[src/rtl/eth_tx_frame_arbiter.sv]
`default_nettype none
// ============================================================================
//  Module   : eth_tx_frame_arbiter
//  Purpose  : Frame-atomic arbiter in front of the 32-bit source side of the
//             Ethernet TX AXIS buffer. Shares the buffer between the uDMA TX
//             channel (src0) and the control/pause-frame generator (src1).
//             Only whole frames are granted, oversize frames are truncated and
//             flagged, and an idle gap is inserted after every frame.
//  Ports    : clk_i, rst_i        clock / synchronous active-high reset
//             cfg_en_i            allows new grants (sampled in IDLE only)
//             s0_axis_*, s1_axis_* source streams (tdata, byte_count, tvalid,
//                                 tlast, tuser in; tready out)
//             m_axis_*            stream to the TX buffer
//             busy_o              state != IDLE
//             frame_done_o        pulse on every forwarded tlast handshake
//             frame_src_o         source of the current / last granted frame
//             err_oversize_o      pulse when a frame is truncated
//  Revision : 1.0  initial release
// ============================================================================
module eth_tx_frame_arbiter #(
  parameter int MAX_WORDS = 384,   // 2..4095, includes the last word
  parameter int IFG_WORDS = 3,     // idle cycles after each frame, 0 = none
  parameter int PRIO_SRC1 = 1      // 1: src1 strict priority, 0: round-robin
) (
  input  logic        clk_i,
  input  logic        rst_i,
  input  logic        cfg_en_i,

  input  logic [31:0] s0_axis_tdata,
  input  logic [1:0]  s0_axis_byte_count,
  input  logic        s0_axis_tvalid,
  input  logic        s0_axis_tlast,
  input  logic        s0_axis_tuser,
  output logic        s0_axis_tready,

  input  logic [31:0] s1_axis_tdata,
  input  logic [1:0]  s1_axis_byte_count,
  input  logic        s1_axis_tvalid,
  input  logic        s1_axis_tlast,
  input  logic        s1_axis_tuser,
  output logic        s1_axis_tready,

  output logic [31:0] m_axis_tdata,
  output logic [1:0]  m_axis_byte_count,
  output logic        m_axis_tvalid,
  output logic        m_axis_tlast,
  output logic        m_axis_tuser,
  input  logic        m_axis_tready,

  output logic        busy_o,
  output logic        frame_done_o,
  output logic        frame_src_o,
  output logic        err_oversize_o
);

  localparam logic [1:0] ST_IDLE = 2'd0;
  localparam logic [1:0] ST_XFER = 2'd1;
  localparam logic [1:0] ST_DROP = 2'd2;
  localparam logic [1:0] ST_GAP  = 2'd3;

  // Where a frame goes once its last word has been consumed.
  localparam logic [1:0] ST_AFTER = (IFG_WORDS > 0) ? ST_GAP : ST_IDLE;

  localparam int         CNT_W     = 12;
  localparam logic [CNT_W-1:0] WORD_LAST = CNT_W'(MAX_WORDS - 1);

  localparam int         GAP_W    = (IFG_WORDS > 1) ? $clog2(IFG_WORDS) : 1;
  localparam logic [GAP_W-1:0] GAP_LAST = GAP_W'((IFG_WORDS > 0) ? IFG_WORDS - 1 : 0);

  logic [1:0]       state_q, state_d;
  logic [CNT_W-1:0] word_cnt_q, word_cnt_d;
  logic [GAP_W-1:0] gap_cnt_q, gap_cnt_d;
  logic             last_grant_q, last_grant_d;
  logic             frame_src_q, frame_src_d;

  logic [31:0]      sel_tdata;
  logic [1:0]       sel_byte_count;
  logic             sel_tvalid;
  logic             sel_tlast;
  logic             sel_tuser;
  logic             at_max;
  logic             truncate;
  logic             grant_src;

  // The granted source drives the datapath for the whole frame.
  assign sel_tdata      = frame_src_q ? s1_axis_tdata      : s0_axis_tdata;
  assign sel_byte_count = frame_src_q ? s1_axis_byte_count : s0_axis_byte_count;
  assign sel_tvalid     = frame_src_q ? s1_axis_tvalid     : s0_axis_tvalid;
  assign sel_tlast      = frame_src_q ? s1_axis_tlast      : s0_axis_tlast;
  assign sel_tuser      = frame_src_q ? s1_axis_tuser      : s0_axis_tuser;

  // The word at index MAX_WORDS-1 must close the frame; if the source did
  // not mark it as last, the arbiter closes it and flags an error.
  assign at_max   = (word_cnt_q == WORD_LAST);
  assign truncate = at_max & ~sel_tlast;

  assign busy_o      = (state_q != ST_IDLE);
  assign frame_src_o = frame_src_q;

  always_comb begin
    grant_src = s1_axis_tvalid;
    if (PRIO_SRC1 == 0) begin
      // Round-robin only matters on contention; otherwise take whoever asks.
      if (s0_axis_tvalid && s1_axis_tvalid) begin
        grant_src = ~last_grant_q;
      end
    end
  end

  always_comb begin
    state_d      = state_q;
    word_cnt_d   = word_cnt_q;
    gap_cnt_d    = gap_cnt_q;
    last_grant_d = last_grant_q;
    frame_src_d  = frame_src_q;

    m_axis_tdata      = 32'h0;
    m_axis_byte_count = 2'h0;
    m_axis_tvalid     = 1'b0;
    m_axis_tlast      = 1'b0;
    m_axis_tuser      = 1'b0;
    s0_axis_tready    = 1'b0;
    s1_axis_tready    = 1'b0;
    frame_done_o      = 1'b0;
    err_oversize_o    = 1'b0;

    case (state_q)
      ST_IDLE: begin
        if (cfg_en_i && (s0_axis_tvalid || s1_axis_tvalid)) begin
          state_d      = ST_XFER;
          word_cnt_d   = '0;
          last_grant_d = grant_src;
          frame_src_d  = grant_src;
        end
      end

      ST_XFER: begin
        m_axis_tdata      = sel_tdata;
        m_axis_tvalid     = sel_tvalid;
        m_axis_tlast      = sel_tlast | at_max;
        m_axis_tuser      = sel_tuser | truncate;
        // byte_count is only meaningful on the source's own last word; a
        // truncated last word is reported as fully populated.
        m_axis_byte_count = sel_tlast ? sel_byte_count : 2'h3;
        s0_axis_tready    = ~frame_src_q & m_axis_tready;
        s1_axis_tready    =  frame_src_q & m_axis_tready;

        if (sel_tvalid && m_axis_tready) begin
          word_cnt_d = word_cnt_q + CNT_W'(1);
          if (sel_tlast || at_max) begin
            frame_done_o = 1'b1;
            gap_cnt_d    = '0;
            if (truncate) begin
              err_oversize_o = 1'b1;
              state_d        = ST_DROP;
            end else begin
              state_d = ST_AFTER;
            end
          end
        end
      end

      ST_DROP: begin
        // Swallow the remainder of the oversize frame without forwarding.
        s0_axis_tready = ~frame_src_q;
        s1_axis_tready =  frame_src_q;
        if (sel_tvalid && sel_tlast) begin
          gap_cnt_d = '0;
          state_d   = ST_AFTER;
        end
      end

      ST_GAP: begin
        if (gap_cnt_q == GAP_LAST) begin
          state_d = ST_IDLE;
        end else begin
          gap_cnt_d = gap_cnt_q + GAP_W'(1);
        end
      end

      default: begin
        state_d = ST_IDLE;
      end
    endcase
  end

  always_ff @(posedge clk_i) begin
    if (rst_i) begin
      state_q      <= ST_IDLE;
      word_cnt_q   <= '0;
      gap_cnt_q    <= '0;
      last_grant_q <= 1'b1;
      frame_src_q  <= 1'b0;
    end else begin
      state_q      <= state_d;
      word_cnt_q   <= word_cnt_d;
      gap_cnt_q    <= gap_cnt_d;
      last_grant_q <= last_grant_d;
      frame_src_q  <= frame_src_d;
    end
  end

endmodule
`default_nettype wire

[config.mk]
export PLATFORM = sky130hd
export DESIGN_NAME = eth_tx_frame_arbiter
export DESIGN_NICKNAME = d
export VERILOG_FILES = /design/src/rtl/eth_tx_frame_arbiter.sv
export SDC_FILE = /design/constraint.sdc
export NUM_CORES = 1
export LEC_CHECK = 0
export ABC_CLOCK_PERIOD_IN_PS = 2500
export CAP_MARGIN = 0
export CORE_MARGIN = 5
export CORE_UTILIZATION = 55
export CTS_CLUSTER_SIZE = 40
export DETAILED_ROUTE_END_ITERATION = 10
export DONT_BUFFER_PORTS = 1
export PLACE_DENSITY_LB_ADDON = 0.3
export REMOVE_ABC_BUFFERS = 1
export SLEW_MARGIN = 25
export SYNTH_ARGS = -nofsm -noshare
export SYNTH_HDL_FRONTEND = slang
export SYNTH_SLANG_ARGS = --single-unit
[constraint.sdc]
create_clock -name clk_i -period 2.5 [get_ports clk_i]
set_input_delay 0.25 -clock clk_i [delete_from_list [all_inputs] [get_ports clk_i]]
set_output_delay 0.25 -clock clk_i [all_outputs]
set_load 0.1 [all_outputs]
==> results of run 1 <==
## registers in the layout, summed over array words and instances (netlist names)
signal	flops
frame_src_o	1
word_cnt_q	12
gap_cnt_q	2
state_q	2
## worst min path at each step
stage	start	to	slack, ps	cells after the start
finish	s1_axis_tvalid	frame_src_o	110	2
global placement	rst_i	frame_src_o	320	1
detailed placement	rst_i	frame_src_o	320	1
CTS	rst_i	gap_cnt_q[0]	0.2	1
floorplan	rst_i	state_q[1]	320	1
global route	s1_axis_tvalid	frame_src_o	130	2
## repair_timing
item                                   4_1_cts  5_1_grt
endpoints found under the hold margin        2        5
setup endpoints to repair                    0        0
hold buffers                                 1        1
## through the flow
stage | setup TNS (ps) | cell area (um^2) | utilization (%) | power (mW) | worst slack [ps]
floorplan | -80100 | 1730 | - | 2.67 | -2640
global placement | 0 | 2310 | 74.9 | 3.27 | 710
detailed placement | 0 | 2310 | 74.9 | 3.34 | 612
CTS | 0 | 2340 | 76.2 | 3.51 | 277
global route | 0 | 2350 | 76.5 | 3.65 | 148
finish | 0 | 2350 | 76.5 | 3.52 | 252
## where the power goes
group | switching, mW | internal (mW)
Clock | 0.102 | 0.0621
Sequential | 0.0499 | 0.295
Combinational | 2.24 | 0.768
Total | 2.39 | 1.13
## kinds of logic after synthesis
| group | synth area share [%] |
|---|---|
| AOI/OAI and AO/OA | 12.4 |
| and+or+nand+nor | 31.0 |
| DFF | 19.0 |
| buffers and inverters | 5.17 |
| muxes | 22.7 |
| adders and majority gates | 4.89 |
| xor gates and xnor gates | 4.89 |
## critical path, delay by kind of cell (launching register included)
kind	cells	cell delay, ps
AOI/OAI and AO/OA	1	220
adders and majority gates	1	230
buffers and inverters	1	190
DFF	1	400
and+or+nand+nor	3	650
## cell usage in the layout (no fill, tap or decap), types with 3 or more instances in the layout
cell type,synthesis,layout
nor2_1,21,18
mux2i_1,38,38
buf_4,1,42
a31oi_1,4,4
ha_1,7,7
buf_12,0,5
nor2b_2,0,32
nor3_1,3,3
o21ai_0,5,5
nand3_1,8,8
nor2_2,0,3
xnor2_1,10,10
a21boi_2,1,5
clkbuf_4,0,3
inv_1,7,7
a21oi_1,5,4
nor4_2,4,4
nand2_1,7,7
dfxtp_1,17,16
## Yosys cell counts (all sizes together)
library cell / instances
nor2b: 32
a21boi: 6
buf: 8
a21bo: 1
nor4: 5
nor3: 3
nand4: 1
nand3b: 2
o21a: 2
nor3b: 2
or3: 2
and4: 1
and4bb: 1
inv: 7
nand3: 9
mux2: 2
nor4b: 1
a31oi: 4
ha: 7
and2: 2
clkbuf: 5
dfxtp: 17
xnor2: 10
a21o: 1
a21oi: 5
o211ai: 3
nor2: 21
o21ai: 5
nand2: 7
o21bai: 1
and3: 1
a311oi: 1
o211a: 1
mux2i: 38
## layout make-up
class,count,area [um^2]
inverters,7,26.3
clock inverters,1,6.26
flip-flops and latches,17,344
multi-input cells,177,1470
fillers,222,723
repair buffers,49,435
clock buffers,3,22.5
well taps,44,55.1
## per-layer routing
metal	wire length (um)	up-vias	global-route usage (%)	share of wire, %
li1	-	828	-	-
met1	2050	818	28.1	34
met2	3060	104	45.8	51
met3	689	17	7.59	12
met4	165	0	9.87	2.8
met5	0	-	0	0
==> results.json, run 1 <==
{
  "grt_use_total_pct": 25.7,
  "row_count": 20,
  "hold-worst-slack_ps": 108,
  "hpwl_um": 5020,
  "cp-startpoint": "word_cnt_q[1]",
  "ios": 121,
  "critPathCaptureType": "primary output",
  "grt_first_pass_wirelength_um": 8750,
  "portBuffers": 0,
  "cts_root_buf": "clkbuf_4",
  "leakage_nw": 0.862,
  "syn_area_um2": 1790,
  "viasPerCell": 5.93,
  "ys_seq_area_share_pct": 19.0,
  "die_x_um": 67.1,
  "dieArea_um2": 4500,
  "cp_max_fo": 4,
  "max-cap-violations": 0,
  "grt_pass1_vias": 1788,
  "slowest_delay_ps": 400,
  "antenna_left": 0,
  "critPathKind": "flip-flop to primary output",
  "syn_to_final_growth_pct": 31.4,
  "nNetsFinal": 340,
  "hold_viol_final": 0,
  "tightestPinTransition_ps": 699,
  "initial_core_util_pct": 58.2,
  "synth_seq_cells": 17,
  "h-tree-depth": 1,
  "synthTopCellsByArea": "mux2i_1, dfxtp_1, nor2b_1, ha_1, xnor2_1",
  "layout-drive-gt1-share_pct": 42.5,
  "ys_types": 45,
  "crit_arrival_ps": 2000,
  "clk_latency_ps": 310,
  "clkTransAtPathRegs_ps": 110,
  "cts-buffers-inserted": 3,
  "fmax_mhz": 445,
  "core_area_um2": 3080,
  "cp_slowest_cell": "dfxtp_1",
  "antenna_cells": 0,
  "rsz0062_at_grt": "no",
  "cts_resized": 0,
  "dr.pass1.iters": 4,
  "cts_setup_buffers": 0,
  "cts_tree": "yes",
  "drt-initial-drc-count": 58,
  "p_per_area_nw_per_um2": 1490,
  "setup_violations": 0,
  "grt_start_max_net_pins": 26,
  "finalCriticalPeriod_ps": 2250,
  "fin_cells": 298,
  "die_y_um": 67.1,
  "r2r_cells": 7,
  "wl_per_cell_um": 20.0,
  "synth_top_area_share_pct": 21.2,
  "skew_ps": 2.35,
  "yosys.area.top_type": "mux2i_1",
  "status": "completed",
  "startpoint_type": "flip-flop",
  "r2r-start": "state_q[0]",
  "cts_buffer_depth": 2,
  "drc": 0,
  "crit_chain": "ha_1, and4bb_2, and3_1, nand2_1, a21boi_2, buf_12",
  "ir_drop_uv": 1080,
  "grt_overflow_total": 0,
  "critPathRequiredTime_ps": 2250,
  "hp-class": "input port to flip-flop",
  "dp.cells": 292,
  "netlist_instances": 214,
  "vias": 1767,
  "antenna_found_initial": 0,
  "yosysWarnings": 0,
  "clock_sinks": 17,
  "crit_path_end": "m_axis_tuser",
  "r2r-end": "word_cnt_q[10]",
  "finalCritPeriodShare_pct": 89.9,
  "ff2ff_setup_slack_ps": 580,
  "gp_congestion": 0.842,
  "drv_slew": 0,
  "syn_area_per_cell_um2": 8.37,
  "wl_um": 5970,
  "relSlewSlack_pct": 53.3
}
No activity file was read; power rests on OpenSTA's default activity.
==> run 2, diff against run 1 <==
==> constraint.sdc (replaced) <==
create_clock -name clk_i -period 2.5 [get_ports clk_i]
set_input_delay 0.125 -clock clk_i [delete_from_list [all_inputs] [get_ports clk_i]]
set_output_delay 0.125 -clock clk_i [all_outputs]
set_load 0.1 [all_outputs]
==> run 2 against run 1 <==
Net effect: design area fell by 0.11%; global-route usage fell by 0.65 points; die area unchanged; final cell count stayed put; routed wire length decreased by 0.96%; worst setup slack gained 13 ps; critical path depth down 2; sequential power down 1%; via count down 1.3%; fmax increased by 0.56%; power decreased by 0.58%; largest cell class unchanged.
==> results.json, run 2 (synthesized netlist as in run 1, its figures left out) <==
{
  "row_count": 20,
  "critPathKind": "flip-flop to primary output",
  "syn_to_final_growth_pct": 31.3,
  "crit_path_end": "m_axis_byte_count[0]",
  "crit_cells": 4,
  "finalCritPeriodShare_pct": 89.4,
  "grt_start_max_net_pins": 27,
  "vias": 1744,
  "layout_setup_ws_ps": 265,
  "cts_buffer_depth": 2,
  "cts_setup_buffers": 0,
  "die_x_um": 67.1,
  "wl_um": 5910,
  "place_area_um2": 2310,
  "antenna_found_initial": 0,
  "dp_slack_ps": 543,
  "critPathRequiredTime_ps": 2380,
  "relSlewSlack_pct": 54.5,
  "cts-buffers-inserted": 3,
  "r2r_cells": 8,
  "hp-class": "input port to flip-flop",
  "cp_common_cell": "buf_4",
  "antenna_cells": 0,
  "clkTransAtPathRegs_ps": 100,
  "ir_drop_uv": 693,
  "fin_cells": 298,
  "cp_slowest_cell": "dfxtp_4",
  "critPathCaptureType": "primary output",
  "skew_ps": 10.1,
  "hold_viol_final": 0,
  "fmax_mhz": 447,
  "largest_register_ffs": 12,
  "p_per_area_nw_per_um2": 1490,
  "h-tree-depth": 1,
  "grt_overflow_total": 0,
  "status": "completed",
  "cpLargestDelayFamily": "buffers and inverters",
  "core_area_um2": 3080,
  "crit_arrival_ps": 2110,
  "path_buf_inv": 2,
  "total_power_mw": 3.50,
  "hold_depth": 3,
  "crit_chain": "buf_4, mux2_2, a21boi_2, buf_4",
  "leakage_nw": 0.861,
  "antenna_left": 0,
  "viasPerCell": 5.85,
  "wl_per_cell_um": 19.8,
  "final_common_cell": "buf_4",
  "drc": 0,
  "startpoint_type": "flip-flop",
  "dp.cells": 292,
  "layout-drive-gt1-share_pct": 42.1,
  "clk_latency_ps": 300,
  "dr.pass1.iters": 4,
  "portBuffers": 0,
  "top_regs": "word_cnt_q: 12 flops, gap_cnt_q: 2 flops, state_q: 2 flops",
  "grt_first_pass_wirelength_um": 8560,
  "cp-startpoint": "frame_src_o",
  "cts_tree": "yes",
  "clock_sinks": 17,
  "max-cap-violations": 0,
  "initial_core_util_pct": 58.2,
  "gp_congestion": 0.923,
  "ff2ff_setup_slack_ps": 510,
  "setup_violations": 0,
  "fillerInstances": 235,
  "r2r-end": "word_cnt_q[9]",
  "tightestPinTransition_ps": 681,
  "drt-initial-drc-count": 50,
  "cp_max_fo": 26,
  "cts_root_buf": "clkbuf_4",
  "die_y_um": 67.1,
  "ios": 121,
  "hpwl_um": 4780,
  "final_cell_mix": "buf_4, mux2i_1, nor2b_2",
  "slowest_delay_ps": 530,
  "finalCriticalPeriod_ps": 2240,
  "drv_slew": 0,
  "rsz0062_at_grt": "no",
  "dieArea_um2": 4500,
  "r2r-start": "state_q[1]",
  "grt_use_total_pct": 25.0,
  "grt_pass1_vias": 1726,
  "fin_area_um2": 2350,
  "top_register": "word_cnt_q",
  "hold-worst-slack_ps": 229,
  "nNetsFinal": 340
}
[run 2: cell types whose count changed in the layout (fill, tap and decap cells not counted)]
| cell | delta |
|---|---|
| clkbuf_1 | +1 |
| inv_4 | -1 |
[run 2: cell type report]
class,count,area (um^2),area share [%]
clock buffers,4,26.3,1.12
inverters,7,26.3,1.12
multi-input cells,177,1470,62.3
flip-flops and latches,17,344,14.6
well taps,44,55.1,2.34
repair buffers,49,435,18.5
[run 2: how the worst min path moves through the flow]
| stage | startpoint | endpoint | slack (ps) |
|---|---|---|---|
| after floorplan | rst_i | state_q[1] | 190 |
| after global placement | rst_i | frame_src_o | 190 |
| after detailed placement | rst_i | frame_src_o | 190 |
| after CTS | m_axis_tready | word_cnt_q[0] | 210 |
| after global routing | m_axis_tready | word_cnt_q[0] | 240 |
| final | m_axis_tready | word_cnt_q[0] | 230 |
[run 2: per-stage QoR]
step | utilization (%) | TNS (ps)
after floorplan | - | -74970
after global placement | 74.9 | 0
after detailed placement | 74.9 | 0
after CTS | 76.4 | 0
after global routing | 76.4 | 0
final | 76.4 | 0
[run 2: worst min-delay path: cells and delay by family]
kind               cells  cell delay (ps)
AOI/OAI and AO/OA      3              360
[run 2: repair_timing]
| item | in CTS | in global routing |
|---|---|---|
| resized for setup | 0 | 0 |
| hold buffers | 2 | 0 |
| endpoints found under the hold margin | 7 | 0 |
[run 2: report_power, final]
group          internal, mW  total [mW]  switching, mW
Combinational         0.771        3.00           2.23
Clock                0.0623       0.152         0.0892
Sequential            0.295       0.341         0.0459
Total                  1.13        3.50           2.37
[run 2: routing by layer]
layer  vias up  GRT usage [%]  wire length, um
li1        832              -                -
met1       802           25.8             2060
met2        93           45.2             2960
met3        17           9.61              742
met4         0           9.11              153
met5         -              0                0
